## src/rtl/hazard_unit_mc.sv

```systemverilog
// Purpose: hazard detection, forwarding selects and a multi-cycle (mult/div) busy tracker for a 5-stage pipeline.
// Latency: forwards, stalls and flush are combinational in the same cycle; McBusy and StallCount update on the clock edge.
// Backpressure: StallF/StallD freeze fetch and decode and FlushE bubbles execute. Nothing is queued: a mult/div waits in decode while the unit is busy.
//
// Ports:
//   clk, rst                          clock and synchronous active-high reset
//   RsD, RtD, BranchD, JumpD          decode-stage sources and branch/jump flags
//   McStartD, McReadD                 decode holds a mult/div, or an mfhi/mflo
//   RsE, RtE, WriteRegE, RegWriteE, MemtoRegE   execute-stage info
//   WriteRegM, RegWriteM, MemtoRegM   memory-stage info
//   WriteRegW, RegWriteW              writeback-stage info
//   StallF, StallD, FlushE            pipeline control
//   ForwardAD, ForwardBD              branch comparator forward from M
//   ForwardAE, ForwardBE              execute forward select: 00 regfile, 01 W, 10 M
//   McBusy, StallCount                mult/div in flight; saturating count of stall cycles
module hazard_unit_mc #(
    parameter int REG_AW = 5,
    parameter int MC_LAT = 4,
    parameter int CNT_W  = 16
) (
    input  logic              clk,
    input  logic              rst,
    input  logic [REG_AW-1:0] RsD,
    input  logic [REG_AW-1:0] RtD,
    input  logic              BranchD,
    input  logic              JumpD,
    input  logic              McStartD,
    input  logic              McReadD,
    input  logic [REG_AW-1:0] RsE,
    input  logic [REG_AW-1:0] RtE,
    input  logic [REG_AW-1:0] WriteRegE,
    input  logic              RegWriteE,
    input  logic              MemtoRegE,
    input  logic [REG_AW-1:0] WriteRegM,
    input  logic              RegWriteM,
    input  logic              MemtoRegM,
    input  logic [REG_AW-1:0] WriteRegW,
    input  logic              RegWriteW,
    output logic              StallF,
    output logic              StallD,
    output logic              FlushE,
    output logic              ForwardAD,
    output logic              ForwardBD,
    output logic [1:0]        ForwardAE,
    output logic [1:0]        ForwardBE,
    output logic              McBusy,
    output logic [CNT_W-1:0]  StallCount
);

    localparam int              MC_CW   = $clog2(MC_LAT + 1);
    localparam logic [MC_CW-1:0] MC_LOAD = MC_CW'(MC_LAT);

    logic [MC_CW-1:0] mcCnt;
    logic             lwStall;
    logic             brStall;
    logic             mcStall;
    logic             stallAny;
    logic             brHitE;
    logic             brHitM;

    // Execute-stage forwarding; the newer result in M wins over W.
    always_comb begin
        ForwardAE = 2'b00;
        ForwardBE = 2'b00;
        if (RsE != '0 && RsE == WriteRegM && RegWriteM)
            ForwardAE = 2'b10;
        else if (RsE != '0 && RsE == WriteRegW && RegWriteW)
            ForwardAE = 2'b01;
        if (RtE != '0 && RtE == WriteRegM && RegWriteM)
            ForwardBE = 2'b10;
        else if (RtE != '0 && RtE == WriteRegW && RegWriteW)
            ForwardBE = 2'b01;
    end

    assign ForwardAD = (RsD != '0) && (RsD == WriteRegM) && RegWriteM;
    assign ForwardBD = (RtD != '0) && (RtD == WriteRegM) && RegWriteM;

    // A load in E cannot forward in time to an instruction in D.
    assign lwStall = MemtoRegE && (RtE != '0) && ((RsD == RtE) || (RtD == RtE));

    // The branch compares in D, so it needs results from E (ALU) and M (load data).
    assign brHitE  = RegWriteE && (WriteRegE != '0) && ((WriteRegE == RsD) || (WriteRegE == RtD));
    assign brHitM  = MemtoRegM && (WriteRegM != '0) && ((WriteRegM == RsD) || (WriteRegM == RtD));
    assign brStall = BranchD && (brHitE || brHitM);

    assign McBusy  = (mcCnt != '0);
    assign mcStall = McBusy && (McStartD || McReadD);

    assign stallAny = lwStall || brStall || mcStall;
    assign StallF   = stallAny;
    assign StallD   = stallAny;
    assign FlushE   = stallAny || JumpD;

    // A new mult/div can only issue when the unit is idle, because mcStall holds it in decode.
    always_ff @(posedge clk) begin
        if (rst)
            mcCnt <= '0;
        else if (McStartD && !stallAny)
            mcCnt <= MC_LOAD;
        else if (mcCnt != '0)
            mcCnt <= mcCnt - 1'b1;
    end

    always_ff @(posedge clk) begin
        if (rst)
            StallCount <= '0;
        else if (stallAny && (StallCount != {CNT_W{1'b1}}))
            StallCount <= StallCount + 1'b1;
    end

endmodule

```

## config.mk

```make
export PLATFORM = sky130hd
export DESIGN_NAME = hazard_unit_mc
export DESIGN_NICKNAME = d
export VERILOG_FILES = /design/src/rtl/hazard_unit_mc.sv
export SDC_FILE = /design/constraint.sdc
export NUM_CORES = 1
export LEC_CHECK = 0
export ABC_AREA = 1
export ABC_CLOCK_PERIOD_IN_PS = 3600
export CORE_MARGIN = 2
export CORE_UTILIZATION = 49
export CTS_CLUSTER_DIAMETER = 80
export DETAILED_ROUTE_END_ITERATION = 16
export PLACE_DENSITY = 0.87
export SETUP_SLACK_MARGIN = 0.4
export SYNTH_ARGS = -nofsm -noshare
export SYNTH_HDL_FRONTEND = slang
export SYNTH_SLANG_ARGS = --single-unit
```

## constraint.sdc

```tcl
create_clock -name clk -period 3.6 [get_ports clk]
set_clock_uncertainty 0.15 [all_clocks]
set_input_delay 0.72 -clock clk [delete_from_list [all_inputs] [get_ports clk]]
set_output_delay 0.72 -clock clk [all_outputs]
set_load 0.03 [all_outputs]
```

==> out/results.ini, run 1 <==
[synth]
synthDistinctLibCells=34
synth-async-reset-ratio_pct=0
synth_compound_area_share_pct=11.9
synth_seq_area_share_pct=19.2
ys_ff_latch=19
syn-mean-instance-area_um2=6.11
synth_top_cell_by_area=dfxtp_1
synth_area_um2=1980
synth_edf_count=0
yosys.area_share.simple_pct=38.2
syn_inst=325
synth_adder_area_share_pct=2.52
yosysTopAreaCellShare_pct=19.2
synth_top_family_by_area=simple AND/OR/NAND/NOR gates
synthXorXnorAreaFrac_pct=17.2
syn-num-nets=375
synth_mux_area_share_pct=0
yosysWarnings=0
ys_top_cells_by_area=dfxtp_1, nand2_1, xor2_1
ys.flop_type=dfxtp_1

[job]
cap_violations=0

[final_layout]
finalNetCount=456
antennaDiodeCount=0
layout_common_cells=nand2_1, clkdlybuf4s50_1, inv_1, nor2_1, nand3_1
fin_cells=455
area_delta_synth_final_pct=45.4
final_common_cell=nand2_1
drive_gt1_share_pct=14.1

[clocking]
path_clk_slew_ns=0.07
cts_hold_buffers=0
clock_latency_ns=0.26
cts_buffer_depth=2
cts.sinks=19
cts_tree=built
cts_root_buf=clkbuf_8
htree_levels=1
numCtsBuffers=3

[sta]
maxSlewHeadroom_pct=74.7
finalSetupViolCount=0
max_freq_mhz=317
finalCriticalPeriod_ns=3.15
timing.setup.tns_ns=0
maxSlewViolCount=0
hold_viol_final=0
rsz0062_at_grt=true
fin_crit_sh_pct=87.5
fin_hold_ws_ns=0.368
worst_slew_pin_slew_ns=0.378

[global_routing]
grtUsageTotal_pct=27.0
gr-total-overflow=0
grt_max_degree=20
antenna_found_initial=0
grt_pass1_vias=2207
grt_pass1_wl_mm=9.65

[pwr]
leakage_nw=1.36
ir_drop_uv=321
cellPowerDensity_nw_per_um2=338

[place]
hpwl_mm=4.67
gp_congestion=0.927
port_buffers=71
placed_cells=448

[routing]
via_per_inst=5.22
drc=0
vias=2377
antenna_left=0
drt-total-wl_mm=6.09
wire_per_inst_um=13.4
drtPass1Iterations=5
drt_iter0_markers=170

[worst_setup_path]
critPathLaunchType=input port
cp.arrival_ns=2.28
path_cells=clkdlybuf4s50_1 > xor2_1 > a211oi_2 > o2111ai_1 > nor3_2 > nor3_1 > clkdlybuf4s15_2
criticalPathCategory=input port to primary output
crit_path_max_incr_delay_ns=0.49
cp_slowest_cell=clkdlybuf4s50_1
end_kind=primary output
worstPathMaxFanout=3
critPathRequiredTime_ns=2.73

[min_path]
hp-class=flop to flop

[floorplan]
fp-row-count=23
die_w_um=67.6
ios=72
die_y_um=67.6
coreArea_um2=3940
initial_core_util_pct=50.3
die_area_um2=4580

[status]
status=finished, final reports clean

kinds of logic (layout without fill, tap and decap cells):
| family | count (synthesis) | after routing |
|---|---|---|
| AND/OR/NAND/NOR | 176 | 176 |
| buffers and inverters | 53 | 133 |
| XOR/XNOR | 39 | 39 |
| AO/OA/AOI/OAI | 34 | 34 |
| flip-flops | 19 | 19 |
| adder cells (fa/ha/maj) | 4 | 4 |
worst paths after layout:
check	endpoint	from	slack [ns]	cells after the start
max	ForwardAE[0]	RsE[4]	0.45	7
min	StallCount[9]	StallCount[9]	0.37	2
max reg2reg	StallCount[5]	StallCount[0]	1.16	11
min reg2reg	StallCount[9]	StallCount[9]	0.37	2
report_power, final:
group	switching, mW	total [mW]	internal (mW)
registers	0.0230	0.257	0.234
logic	0.336	0.570	0.234
clock network	0.0700	0.149	0.0787
total	0.429	0.975	0.547
cells in the mapped netlist (2+ instances only):
master and number:
ha_1 4, nand2_1 92, xor2_1 22, nand3_1 31, nor4_1 2, dfxtp_1 19
a21oi_2 10, o22ai_1 2, buf_2 6, nor2_1 33, inv_2 8, a21oi_1 8
o21ai_0 6, nand4_1 4, xnor2_1 17, nor3_1 6, a311oi_1 2, inv_1 35
nand3_2 2, o2111ai_1 2
area by class of cell:
type,count,area [um2]
Tap cell,50,62.6
Inverter,43,161
Sequential cell,19,380
Fill cell,308,1060
Timing Repair Buffer,86,825
Multi-Input combinational cell,253,1410
Clock buffer,4,45.0
metrics by stage:
| stage | power [mW] | util (%) | setup slack, ns | cell area, um2 |
|---|---|---|---|---|
| 2_1_floorplan | 0.607 | - | 0.479 | 1990 |
| 3_3_place_gp | 0.774 | 70.7 | 0.0405 | 2790 |
| 3_5_place_dp | 0.790 | 70.7 | 0.0720 | 2790 |
| 4_1_cts | 0.967 | 72.4 | 0.414 | 2860 |
| 5_1_grt | 1.03 | 73.2 | 0.352 | 2890 |
| 6_report | 0.975 | 73.2 | 0.449 | 2890 |
registers in the layout, summed over array words and instances, names as in the netlist:
| signal | flops |
|---|---|
| StallCount | 16 |
| mcCnt | 3 |
critical path, delay by kind of cell:
family	cells	cell delay, ns
AO/OA/AOI/OAI	2	0.28
XOR/XNOR	1	0.21
buffers and inverters	2	0.77
AND/OR/NAND/NOR	2	0.29
what timing repair did:
| item | CTS | global route |
|---|---|---|
| endpoints found under the setup margin | 8 | 9 |
| setup buffers | 3 | 0 |
| pin swaps | 2 | 2 |
| gates resized for setup | 28 | 21 |
metal layers:
| metal | GRT usage [%] | share of wire, % | up-vias |
|---|---|---|---|
| met5 | 0 | 0 | - |
| met4 | 10.2 | 2.8 | 0 |
| met3 | 3.17 | 6.6 | 20 |
| met2 | 48.7 | 50 | 93 |
| met1 | 32.3 | 41 | 1074 |
| li1 | - | - | 1190 |
Note: power is estimated with default switching activity, not from simulation.
==> inputs of run 2 (changes only) <==
--- a/config.mk
+++ b/config.mk
@@ -7,6 +7,7 @@
 export LEC_CHECK = 0
 export ABC_AREA = 1
 export ABC_CLOCK_PERIOD_IN_PS = 3600
+export CORE_ASPECT_RATIO = 2
 export CORE_MARGIN = 2
 export CORE_UTILIZATION = 49
 export CTS_CLUSTER_DIAMETER = 80
==> run 2 against run 1 <==
Sequential cell count unchanged; routed wire length rose by 5.9%; sequential share of layout area shrank 0.063 points; final area is 0.48% higher; combinational power fell by 4.7%; die area rose by 0.67%; final cell count grew 1.5%; fmax shrank 1.3%; non-clock buffer count up 6; sequential power is essentially flat.
==> out/results.ini, run 2 (same netlist as run 1, synthesis figures left out) <==
[worst_setup_path]
worstPathMaxFanout=6
timing.rr.end=StallCount[6]
criticalPathCategory=input port to primary output
reg2regPathDepth=11
end_kind=primary output
cp.arrival_ns=2.32
endpoint=FlushE
r2r_slack_ns=1.20
setup.worst_path.start=WriteRegM[1]
critPathLaunchType=input port
r2r-start=StallCount[0]
critPathRequiredTime_ns=2.73

[routing]
drt-total-wl_mm=6.45
wire_per_inst_um=14.0
via_per_inst=5.29
drt_iter0_markers=66
drc=0
drtPass1Iterations=5
vias=2444
antenna_left=0

[floorplan]
coreArea_um2=3880
initial_core_util_pct=51.1
fp-row-count=32
die_area_um2=4610
ios=72
die_w_um=49
die_y_um=94.0

[sta]
rsz0062_at_grt=true
finalSetupViolCount=0
maxSlewHeadroom_pct=74.8
max_freq_mhz=313
hold_viol_final=0
fin_hold_ws_ns=0.356
finalCriticalPeriod_ns=3.19
maxSlewViolCount=0
timing.setup.tns_ns=0
fin_crit_sh_pct=88.6
worst_slew_pin_slew_ns=0.376

[final_layout]
final_common_cell=nand2_1
antennaDiodeCount=0
finalNetCount=462
largest_reg_flops=16
drive_gt1_share_pct=14.6
regMostFlops=StallCount
layout_common_cells=nand2_1, clkdlybuf4s50_1, inv_1
reg.largest.list=StallCount x16, mcCnt x3
num-fill-cells=318
area_delta_synth_final_pct=46.1

[clocking]
cts_hold_buffers=0
numCtsBuffers=3
cts_root_buf=clkbuf_8
cts_tree=built
cts.sinks=19
path_clk_slew_ns=0.07
cts_buffer_depth=2
htree_levels=1
clock_latency_ns=0.26

[global_routing]
gr-total-overflow=0
antenna_found_initial=0
grt_pass1_wl_mm=10.4
grt_pass1_vias=2453
grtUsageTotal_pct=28.5
grt_max_degree=19

[min_path]
hp-class=flop to flop

[pwr]
cellPowerDensity_nw_per_um2=329
leakage_nw=1.33
ir_drop_uv=443
power.total_mw=0.953

[status]
status=finished, final reports clean

[job]
cap_violations=0

[place]
hpwl_mm=5.17
port_buffers=71
gp_congestion=0.971

==> run 2: changes by cell type in the layout (fill, tap and decap cells not counted), sizes merged <==
cell | previous run | this run
dlymetal6s2s | 10 | 5
clkdlybuf4s15 | 1 | 3
clkdlybuf4s50 | 37 | 41
buf | 20 | 25
==> run 2: worst min-delay path by stage <==
stage	startpoint	to	slack, ns	cells after the start
6_report	StallCount[12]	StallCount[12]	0.36	2
2_1_floorplan	mcCnt[1]	mcCnt[1]	0.37	2
3_3_place_gp	StallCount[12]	StallCount[12]	0.34	2
5_1_grt	StallCount[12]	StallCount[12]	0.37	2
3_5_place_dp	StallCount[12]	StallCount[12]	0.34	2
4_1_cts	StallCount[9]	StallCount[9]	0.35	2
==> run 2: area by class of cell <==
cell class                 count  area (um2)  share of cell area [%]
multi-input combinational    253        1400                    48.3
tap                           51        63.8                    2.20
sequential                    19         380                    13.1
clock buffer                   4        45.0                    1.55
timing repair buffer          92         848                    29.3
inverter                      43         161                    5.57
==> run 2: worst max-delay path, cell delays in order <==
cell and delay [ns]:
clkdlybuf4s50_1 0.49, buf_4 0.14, nand2_1 0.05, nand2_1 0.05, nor2_1 0.04, nand3_1 0.09
nand2_1 0.06, nand2_1 0.06, nand2_1 0.06, nand2_1 0.06, nand2_2 0.09, or2_1 0.23
buf_4 0.17
==> run 2: where the power goes <==
group	switching [mW]	internal [mW]	total, mW
Combinational	0.326	0.218	0.543
Clock	0.0732	0.0788	0.152
Sequential	0.0238	0.234	0.258
Total	0.423	0.530	0.953
==> run 2: metal layers <==
layer  global-route usage, %  vias to the layer above  wire length (um)
li1                        -                     1201                 -
met1                    25.9                     1111              2270
met2                    57.4                      106              3480
met3                    5.25                       26               455
met4                    14.3                        0               250
met5                       0                        -                 0
==> run 2: timing repair <==
action                     4_1_cts  5_1_grt
setup endpoints to repair        8        7
gates resized for setup         31       11
gates cloned                     0        0
buffers inserted                 0        0
hold endpoints to repair         0        0
pin swaps                        0        0
==> run 2: stage by stage <==
step	worst slack (ns)	std cells	utilization, %	instance area, um2
2_1_floorplan	0.479	325	-	1990
3_3_place_gp	0.0725	458	73.6	2860
3_5_place_dp	0.0377	458	73.6	2860
4_1_cts	0.362	462	74.3	2890
5_1_grt	0.269	462	74.6	2900
6_report	0.409	462	74.6	2900
==> inputs of run 3 (changes only) <==
--- a/config.mk
+++ b/config.mk
@@ -6,7 +6,7 @@
 export NUM_CORES = 1
 export LEC_CHECK = 0
 export ABC_AREA = 1
-export ABC_CLOCK_PERIOD_IN_PS = 3600
+export ABC_CLOCK_PERIOD_IN_PS = 3800
 export CORE_ASPECT_RATIO = 2
 export CORE_MARGIN = 2
 export CORE_UTILIZATION = 49
==> constraint.sdc (replaced) <==
create_clock -name clk -period 3.8 [get_ports clk]
set_clock_uncertainty 0.15 [all_clocks]
set_input_delay 0.76 -clock clk [delete_from_list [all_inputs] [get_ports clk]]
set_output_delay 0.76 -clock clk [all_outputs]
set_load 0.03 [all_outputs]
==> run 3 against run 2 <==
Sequential share of layout area rose by 0.34 points; final area fell by 2.5%; global-route usage fell by 1.1 points; critical path type unchanged; largest cell class unchanged; worst hold slack better by 0.0088 ns; sequential power shrank 6%; largest power group unchanged; final cell count is 2.6% lower; critical endpoint is now ForwardBD.
==> out/results.ini, run 3 (same netlist as run 1, synthesis figures left out) <==
[final_layout]
final_common_cell=nand2_1
multi_input_area_um2=1400
ff_latch_area_um2=380
regMostFlops=StallCount
num-fill-cells=320
reg.largest.list=StallCount x16, mcCnt x3
drive_gt1_share_pct=11.0
largest_reg_flops=16
antennaDiodeCount=0
finalNetCount=450
layout_common_cells=nand2_1, clkdlybuf4s50_1, inv_1
area_delta_synth_final_pct=42.4

[routing]
drt-total-wl_mm=6.13
drtPass1Iterations=4
drc=0
via_per_inst=5.26
antenna_left=0
vias=2365
wire_per_inst_um=13.6
drt_iter0_markers=63

[sta]
fin_crit_sh_pct=87.4
maxSlewViolCount=0
worst_slew_pin_slew_ns=0.890
max_freq_mhz=301
timing.setup.tns_ns=0
finalCriticalPeriod_ns=3.32
rsz0062_at_grt=true
finalSetupViolCount=0
maxSlewHeadroom_pct=40.5
worst_slack_ns=0.479
hold_viol_final=0
fin_hold_ws_ns=0.365

[clocking]
cts_buffer_depth=2
path_clk_slew_ns=0.07
numCtsBuffers=3
htree_levels=1
cts_root_buf=clkbuf_8
cts_tree=built
cts.sinks=19
clock_latency_ns=0.26
cts_hold_buffers=0

[global_routing]
gr-total-overflow=0
grt_pass1_wl_mm=10.1
grt_max_degree=19
grtUsageTotal_pct=27.3
grt_pass1_vias=2332
antenna_found_initial=0

[status]
status=finished, final reports clean

[worst_setup_path]
criticalPathCategory=input port to primary output
cp.arrival_ns=2.41
critPathRequiredTime_ns=2.89
worstPathMaxFanout=5
critPathLaunchType=input port
end_kind=primary output

[floorplan]
die_area_um2=4610
ios=72
die_w_um=49
die_y_um=94.0
initial_core_util_pct=51.1
coreArea_um2=3880
fp-row-count=32

[place]
hpwl_mm=4.83
port_buffers=71
gp_congestion=0.943
dp_worst_setup_slack_ns=0.147

[min_path]
hp-class=flop to flop

[pwr]
ir_drop_uv=379
cellPowerDensity_nw_per_um2=325
leakage_nw=1.28

[job]
cap_violations=0

run 3: path summary, 6_finish.rpt:
| path | from | end | slack, ns | cells after the start |
|---|---|---|---|---|
| setup / recovery | WriteRegM[0] | ForwardBD | 0.48 | 8 |
| hold / removal | StallCount[12] | StallCount[12] | 0.36 | 2 |
| setup reg to reg | StallCount[0] | StallCount[9] | 1.46 | 11 |
| hold reg to reg | StallCount[12] | StallCount[12] | 0.36 | 2 |
run 3: final cells by class:
cell class,count,area share [%]
clock buffer,4,1.59
inverter,43,5.71
multi-input combinational,253,49.7
timing repair buffer,80,27.3
sequential,19,13.5
tap,51,2.26
run 3: critical path: stages:
cell and delay (ns):
clkdlybuf4s50_1 0.63, inv_2 0.08, nand2_1 0.06, nand2_1 0.05, nor2_1 0.09, nand3_1 0.09, a311oi_1 0.23, clkdlybuf4s15_1 0.41
run 3: power by group:
part	total [mW]	switching [mW]	leakage (nW)	internal (mW)
logic	0.533	0.314	1.10	0.219
clock network	0.145	0.0699	0.0228	0.0748
registers	0.242	0.0200	0.154	0.222
run 3: layer usage:
layer	GRT usage [%]	up-vias	share of wire (%)
met5	0	-	0
li1	-	1181	-
met1	27.2	1086	38
met3	3.50	16	4.8
met2	54.3	82	55
met4	12.1	0	2.6
run 3: timing repair:
action	in CTS	in global routing
gates resized for setup	11	13
setup endpoints to repair	7	8
gates cloned	0	0
setup buffers	0	3
pin swaps	0	1
run 3: metrics by stage:
stage	std cells	utilization (%)	total power [mW]	area, um2
floorplan	325	-	0.575	1990
global placement	443	70.7	0.745	2750
detailed placement	443	70.7	0.751	2750
CTS	447	71.6	0.899	2780
global route	450	72.8	0.974	2830
finish	450	72.8	0.919	2830
